[config.mk]
export PLATFORM = sky130hd
export DESIGN_NAME = bg_line_fetcher
export DESIGN_NICKNAME = d
export VERILOG_FILES = /design/src/rtl/bg_line_fetcher.sv
export SDC_FILE = /design/constraint.sdc
export NUM_CORES = 1
export LEC_CHECK = 0
export CAP_MARGIN = 20
export CORE_AREA = 10 10 102 104
export CTS_BUF_LIST = sky130_fd_sc_hd__clkbuf_4 sky130_fd_sc_hd__clkbuf_8
export CTS_CLUSTER_SIZE = 40
export DETAILED_ROUTE_END_ITERATION = 12
export DIE_AREA = 0 0 112 114
export PLACE_DENSITY = 0.81
export SKIP_LAST_GASP = 1
export SLEW_MARGIN = 20
export SYNTH_ARGS = -nofsm -noshare
export SYNTH_HDL_FRONTEND = slang
export SYNTH_SLANG_ARGS = --single-unit
[constraint.sdc]
create_clock -name clk -period 2.7 [get_ports clk]
set_input_delay 0.54 -clock clk [delete_from_list [all_inputs] [get_ports clk]]
set_output_delay 0.54 -clock clk [all_outputs]
set_load 0.02 [all_outputs]
[src/rtl/bg_line_fetcher.sv]
// bg_line_fetcher: fetches one background line of tile pixels from VRAM.
// For each group of four tiles, one name-table word is read. Then one
// pattern word is read per tile, and a 16-bit slice of it (8 pixels at
// 2 bpp) is written into the line buffer.
// Optional feature: define BG_FETCHER_HFLIP_EN to use name-byte bit 7 as a
// per-tile horizontal flip. The tile index is then limited to bits 6:0.
module bg_line_fetcher #(
  parameter int ADDR_BITS    = 11,
  parameter int TILES        = 40,
  parameter int LINES        = 200,
  parameter int PATTERN_BASE = 0,
  parameter int NAME_BASE    = 1024
) (
  input  logic                 clk,
  input  logic                 reset,
  input  logic                 start,
  input  logic [7:0]           line,
  output logic                 busy,
  output logic                 done,
  output logic [ADDR_BITS-1:0] vram_addr,
  output logic [31:0]          vram_d,
  output logic                 vram_we,
  input  logic [31:0]          vram_q,
  output logic                 lb_we,
  output logic [5:0]           lb_addr,
  output logic [15:0]          lb_data
);

  typedef enum logic [2:0] {
    IDLE,
    NAME_RD,
    NAME_LAT,
    PAT_RD,
    PAT_LAT,
    DONE
  } state_t;

  localparam logic [5:0] LAST_TILE = 6'(TILES - 1);

  state_t      state;
  logic [5:0]  tile;
  logic [7:0]  line_r;
  logic [31:0] name_r;
  logic [5:0]  tile_next;

  // This port never writes VRAM.
  assign vram_d  = '0;
  assign vram_we = 1'b0;

  assign tile_next = tile + 6'd1;

  // Name-table word holding the entries for four consecutive tiles.
  function automatic logic [ADDR_BITS-1:0] name_addr(input logic [7:0] ln,
                                                     input logic [5:0] t);
    logic [31:0] a;
    a = 32'(NAME_BASE) + 32'(ln[7:3]) * 32'(TILES / 4) + 32'(t[5:2]);
    return a[ADDR_BITS-1:0];
  endfunction

  // Pattern word: 4 words per tile, each holding two pixel rows.
  function automatic logic [ADDR_BITS-1:0] pat_addr(input logic [7:0] idx,
                                                    input logic [7:0] ln);
    logic [31:0] a;
    a = 32'(PATTERN_BASE) + 32'(idx) * 32'd4 + 32'(ln[2:1]);
    return a[ADDR_BITS-1:0];
  endfunction

  // Byte 0 of a name word (bits 31:24) belongs to the lowest tile of the group.
  function automatic logic [7:0] name_byte(input logic [31:0] w,
                                           input logic [1:0]  sel);
    logic [7:0] b;
    case (sel)
      2'd0:    b = w[31:24];
      2'd1:    b = w[23:16];
      2'd2:    b = w[15:8];
      default: b = w[7:0];
    endcase
    return b;
  endfunction

  function automatic logic [7:0] tile_idx(input logic [31:0] w,
                                          input logic [1:0]  sel);
    logic [7:0] b;
    b = name_byte(w, sel);
`ifdef BG_FETCHER_HFLIP_EN
    return {1'b0, b[6:0]};
`else
    return b;
`endif
  endfunction

  // Fetch sequencer; all outputs except lb_data are registered here.
  // NOTE: sequential state uses non-blocking assignments so every register
  // samples the pre-edge values, whatever the statement order.
  always_ff @(posedge clk or posedge reset) begin
    if (reset) begin
      state     <= IDLE;
      busy      <= 1'b0;
      done      <= 1'b0;
      lb_we     <= 1'b0;
      lb_addr   <= '0;
      vram_addr <= '0;
      tile      <= '0;
      line_r    <= '0;
      name_r    <= '0;
    end else begin
      done  <= 1'b0;
      lb_we <= 1'b0;
      case (state)
        IDLE: begin
          if (start) begin
            if (int'(line) >= LINES) begin
              done  <= 1'b1;
              state <= DONE;
            end else begin
              line_r    <= line;
              tile      <= '0;
              busy      <= 1'b1;
              vram_addr <= name_addr(line, 6'd0);
              state     <= NAME_RD;
            end
          end
        end
        NAME_RD: state <= NAME_LAT;
        NAME_LAT: begin
          // The name word is on vram_q now, so the first pattern address is
          // formed straight from it, in the same cycle that name_r loads.
          name_r    <= vram_q;
          vram_addr <= pat_addr(tile_idx(vram_q, tile[1:0]), line_r);
          state     <= PAT_RD;
        end
        PAT_RD: begin
          lb_we   <= 1'b1;
          lb_addr <= tile;
          state   <= PAT_LAT;
        end
        PAT_LAT: begin
          tile <= tile_next;
          if (tile == LAST_TILE) begin
            busy  <= 1'b0;
            done  <= 1'b1;
            state <= DONE;
          end else if (tile_next[1:0] == 2'd0) begin
            vram_addr <= name_addr(line_r, tile_next);
            state     <= NAME_RD;
          end else begin
            vram_addr <= pat_addr(tile_idx(name_r, tile_next[1:0]), line_r);
            state     <= PAT_RD;
          end
        end
        DONE:    state <= IDLE;
        default: state <= IDLE;
      endcase
    end
  end

  // Pixel data comes straight from vram_q during PAT_LAT (lb_we high).
  // The gate by lb_we keeps it at 0 in every other cycle and under reset.
  always_comb begin
    logic [15:0] half;
`ifdef BG_FETCHER_HFLIP_EN
    logic [7:0]  cur_byte;
    logic [15:0] rev;
`endif
    // NOTE: every variable gets a value before any branch, so no latch is inferred.
    half    = line_r[0] ? vram_q[15:0] : vram_q[31:16];
    lb_data = '0;
`ifdef BG_FETCHER_HFLIP_EN
    cur_byte = name_byte(name_r, tile[1:0]);
    rev      = '0;
    for (int p = 0; p < 8; p++) begin
      rev[2*p +: 2] = half[14-2*p +: 2];
    end
    if (lb_we) begin
      lb_data = cur_byte[7] ? rev : half;
    end
`else
    if (lb_we) begin
      lb_data = half;
    end
`endif
  end

endmodule

Word-level counts from Yosys, hierarchy flattened
Cells that the tools add are included.
- register bits: 61
- input bits: 43
- logic and storage cells: 71
- add/sub/neg operators: 6
- magnitude comparators: 1
- eq/ne operators: 13
- reduce and logical (&&, ||, !) cells: 9
- mux-type cells: 30
- $mul: 2
- bitwise gates (word level): 1
- operator list (kind ; number):
    $mux W11 ; 4
    $pmux W11 S3 ; 1
    $mux W16 ; 2
    $mux W8 ; 4
    $pmux W8 S3 ; 1
    $add A10 B2 Y11 ; 2
    $add A11 B9 Y11 const A ; 2
    $mul A5 B3 Y8 const B ; 2
    $pmux W8 S2 ; 1
    $pmux W3 S5 ; 1
    $mux W6 ; 2
    $pmux W6 S2 ; 1
    $add A11 B4 Y11 ; 1
    $mux W3 ; 3
    $ge A8 B8 Y1 const B ; 1
    $ne A2 B2 Y1 const B ; 4
    $reduce_and A4 Y1 ; 2
    $mux W1 ; 7
    $add A6 B1 Y6 const B ; 1
    $eq A3 B2 Y1 const B ; 2
    $eq A6 B6 Y1 const B ; 1
    $reduce_and A3 Y1 ; 2
    $eq A2 B1 Y1 const B ; 2
    $eq A2 B2 Y1 const B ; 2
    other kinds (9) ; 11

Depth between registers and ports, before layout
- depth in word-level cells: 10
- gate-level depth with buffers: 11
- gate-level depth less buffers: 10

Worst setup path before layout
Ideal clock, no wire load.
- path type: reg2reg
- start: reg tile[2]
- end: reg vram_addr[7]
- stages on the path, launching flop included: 12
- path slack: 322 ps
- library setup time: 82 ps
- data arrival time: 2297 ps
- clock period less this slack: 2378 ps
- cell sequence: dfrtp_1 > clkbuf_1 > nand3_1 > xnor2_1 > ha_1 > inv_1 > fa_1 > nor2b_1 > o211ai_1 > or2_1 > mux2_2 > a31oi_1
- cells in the longest elaborated chain, start to end: 5
- RTL lines (item ; RTL line ; source):
    start, declared ; 41 ; logic [5:0] tile;
    start signal, assigned ; 138 ; tile <= tile_next;
    $add A6 B1 Y6 ; 50 ; assign tile_next = tile + 6'd1;
    $add A11 B4 Y11 ; 56 ; a = 32'(NAME_BASE) + 32'(ln[7:3]) * 32'(TILES / 4) + 32'(t[5:2]);
    $mux W11 ; 143 ; end else if (tile_next[1:0] == 2'd0) begin
    $mux W11 ; 139 ; if (tile == LAST_TILE) begin
    $pmux W11 S3 ; 109 ; case (state)
    end signal, assigned ; 119 ; vram_addr <= name_addr(line, 6'd0);
    end signal, assigned ; 144 ; vram_addr <= name_addr(line_r, tile_next);
    end signal, assigned ; 147 ; vram_addr <= pat_addr(tile_idx(name_r, tile_next[1:0]), line_r);
    end, declared ; 20 ; output logic [ADDR_BITS-1:0] vram_addr,
Several ways; a longest one is shown, not always the timed one. The select of a mux whose other input is x is not followed.
A chain may end at the register's enable or synchronous reset.

Worst setup path after layout
- start: reg line_r[4]
- end: reg vram_addr[8]
- cells in the longest elaborated chain, start to end: 6
- RTL lines (item ; RTL line ; source):
    start, declared ; 42 ; logic [7:0] line_r;
    start signal, assigned ; 116 ; line_r <= line;
    $mul A5 B3 Y8 ; 56 ;
    $add A11 B9 Y11 ; 56 ;
    $add A11 B4 Y11 ; 56 ;
    $mux W11 ; 143 ;
    $mux W11 ; 139 ;
    $pmux W11 S3 ; 109 ;
Every way passes these cells. The select of a mux whose other input is x is not followed.

==> metrics <==
Reg area=1529 sq um; critical-path cell list=ha_1 > ha_1 > inv_1 > fa_1 > nor2b_2 > o2111ai_1 > a311oi_2 > o21ai_1 > a31oi_1; largest net degree at the start of global routing=62; CTS tree=yes; crit path DAT=2.81 ns; Slew Limit Fails=0; syn avg cell area=9.184 sq um; Hold Crit Class=reg -> reg; Detailed Route Iter0 Violations=228; DRT Pass-1 Iters=7; CP startpoint kind=flop; WP buf/inv=1; die width=112 um; clock skew=0.008004 ns; Hold Violations, Final=0; delay-heaviest family, CP=adder cells; Antenna diodes=0; TritonCTS Sinks=61; Yosys cell types=49; post-synthesis sequential area ratio=37.43%; total grt overflow=0; Total Neg Setup Slack=0 ns; layout cells sized above 1=11.34%; Starting Density=48.17%; Nets=591; critical path data required time=2.96 ns; Crit-path slowest cell=fa_1; Relative slew margins=54.41%; Max stage delay on crit path=0.46 ns; Placed Area=4863 sq um; ys flop type=dfrtp_1; top cell type's share of synthesized area=37.43%; Root Buffer Master=clkbuf_8; area grow syn2layout=25.38%; RSZ-0062 raised after global routing=false; Vias=3563; met3 Resource Use GR=5.039%; final setup fails=0; instance count of the mapped netlist=444; Leak=0.002351 uW; Final Cycle Share=94.37%; Peak supply drop=0.0005678 V; Crit. End Element=flop; vias per cell=5.593; worst-path fanout max=4; pwr dens=1150 nW/um^2; port bufs=78; post-synth top area cell=dfrtp_1; top cells by area, synth=dfrtp_1, nand2_1, ha_1; final wirelength=11700 um; crit path time final=2.548 ns; most frequent cells in the layout=nand2_1, clkdlybuf4s50_1, dfrtp_1; clock slew at reported path FFs=0.07 ns; # DRC=0; Synth Register Bits=61; fin cells=637; GR Util met1=20.68%; gr usage total=18.03%; design area=5112 sq um; FILL cells=710; Tightest Pin Transition=0.6813 ns; placed cells=621; num rows=34; f_max=392.5 MHz; io pins=112; Syn. warnings=0; Final ANT Viol Nets=0; initial antenna violation count=0; most used cell, CP=ha_1; post-layout power=5878 uW; wire per inst=18.37 um; die area=12770 sq um; maximum buffer depth of the clock tree=2; total setup buffers inserted after CTS=0; Clk Latency, worst-skew pair=0.35 ns; Crit Path Class=reg -> reg; GP Congestion=0.8352; post-synthesis async set-or-reset flop share=100.0%; max cap viols=0; CTS Buf Count=9; Core Region=8466 sq um; Multi-input gate area=2242 sq um; outcome=finished, final reports clean; vias in the first global route=3649; met2 usage=32.05%; commonest non-fill, non-tap cell in the layout=nand2_1; first-pass GRT wire length=19000 um; Chip Height=114 um; Post-DP HPWL=8892 um; gr busiest metal=met2; register-to-register setup slack=0.15 ns; H-tree depth=3; number of synthesized flops with an enable pin=0; Post-Syn Area=4078 sq um
-- where the power goes --
| part | switching, uW | internal (uW) |
|---|---|---|
| Sequential | 378 | 1320 |
| Clock | 359 | 577 |
| Combinational | 1820 | 1430 |
| Total | 2550 | 3320 |
-- cells in the mapped netlist (2+ instances only) --
cell type and count:
inv_1 17, a221oi_1 6, nor3b_4 2, nand3_1 5, nand2_1 84, nor3_1 6, a31oi_1 6, nand2b_1 2
a222oi_1 7, a22o_1 11, a21oi_1 21, nor2_1 15, dfrtp_1 61, xnor2_1 9, fa_1 3, a211oi_1 4
clkbuf_1 15, o211ai_1 2, buf_4 34, a21o_1 4, nor2b_1 20, xor2_1 4, o22ai_1 4, nor2_2 2
mux2i_1 16, o21ai_0 21, a22oi_1 2, ha_1 21, mux2_2 14, buf_6 5, buf_2 3
-- final timing paths --
kind | start | to | cells past startpoint
min | lb_addr[1] | lb_addr[1] | 2
max | line_r[4] | vram_addr[8] | 9
min reg2reg | lb_addr[1] | lb_addr[1] | 2
max reg2reg | line_r[4] | vram_addr[8] | 9
min in group asynchronous | reset | lb_addr[0] | 3
max in group asynchronous | reset | tile[0] | 3
-- worst min-delay path, stage by stage (launching register included) --
cell     delay, ns
dfrtp_1       0.34
nand2_1       0.04
o21ai_0       0.06
-- kinds of logic after synthesis --
family | synth area share (%)
AOI/OAI and AO/OA | 16.69
xor gates and xnor gates | 2.792
adders and majority gates | 7.917
buffers and inverters | 10.95
DFF | 37.43
muxes | 7.794
other | 0.09196
and+or+nand+nor | 16.32
-- state kept, by name, indices dropped and copies added, names as in the netlist --
signal,flops
lb_we,1
busy,1
lb_addr,6
name_r,24
vram_addr,11
tile,6
line_r,8
done,1
state,3
-- layout make-up --
class / count / area share, %
inverters: 17 / 1.248
multi-input cells: 341 / 43.86
repair buffers: 94 / 17.87
well taps: 108 / 2.643
clock inverters: 4 / 1.371
clock buffers: 12 / 3.108
flip-flops and latches: 61 / 29.91
-- routing by layer --
metal / wire length, um / share of wire, %
met4: 161 / 1.4
met5: 0 / 0
met2: 6187 / 53
met3: 767 / 6.6
met1: 4587 / 39
-- per-stage QoR --
step | util [%] | worst slack, ns | hold WS, ns
final | 60.39 | 0.1520 | 0.4786
after global routing | 60.39 | 0.02543 | 0.5226
after CTS | 60.15 | 0.09574 | 0.4836
after detailed placement | 57.45 | 0.01989 | 0.4627
after global placement | 57.45 | 0.1126 | 0.4599
after floorplan | - | 0.3215 | 0.4442
-- repair_timing --
item,4_1_cts,5_1_grt
hold buffers,0,0
endpoints found under the setup margin,0,4
gates resized for setup,0,5
endpoints found under the hold margin,0,0
(Power assumes the default switching activity.)
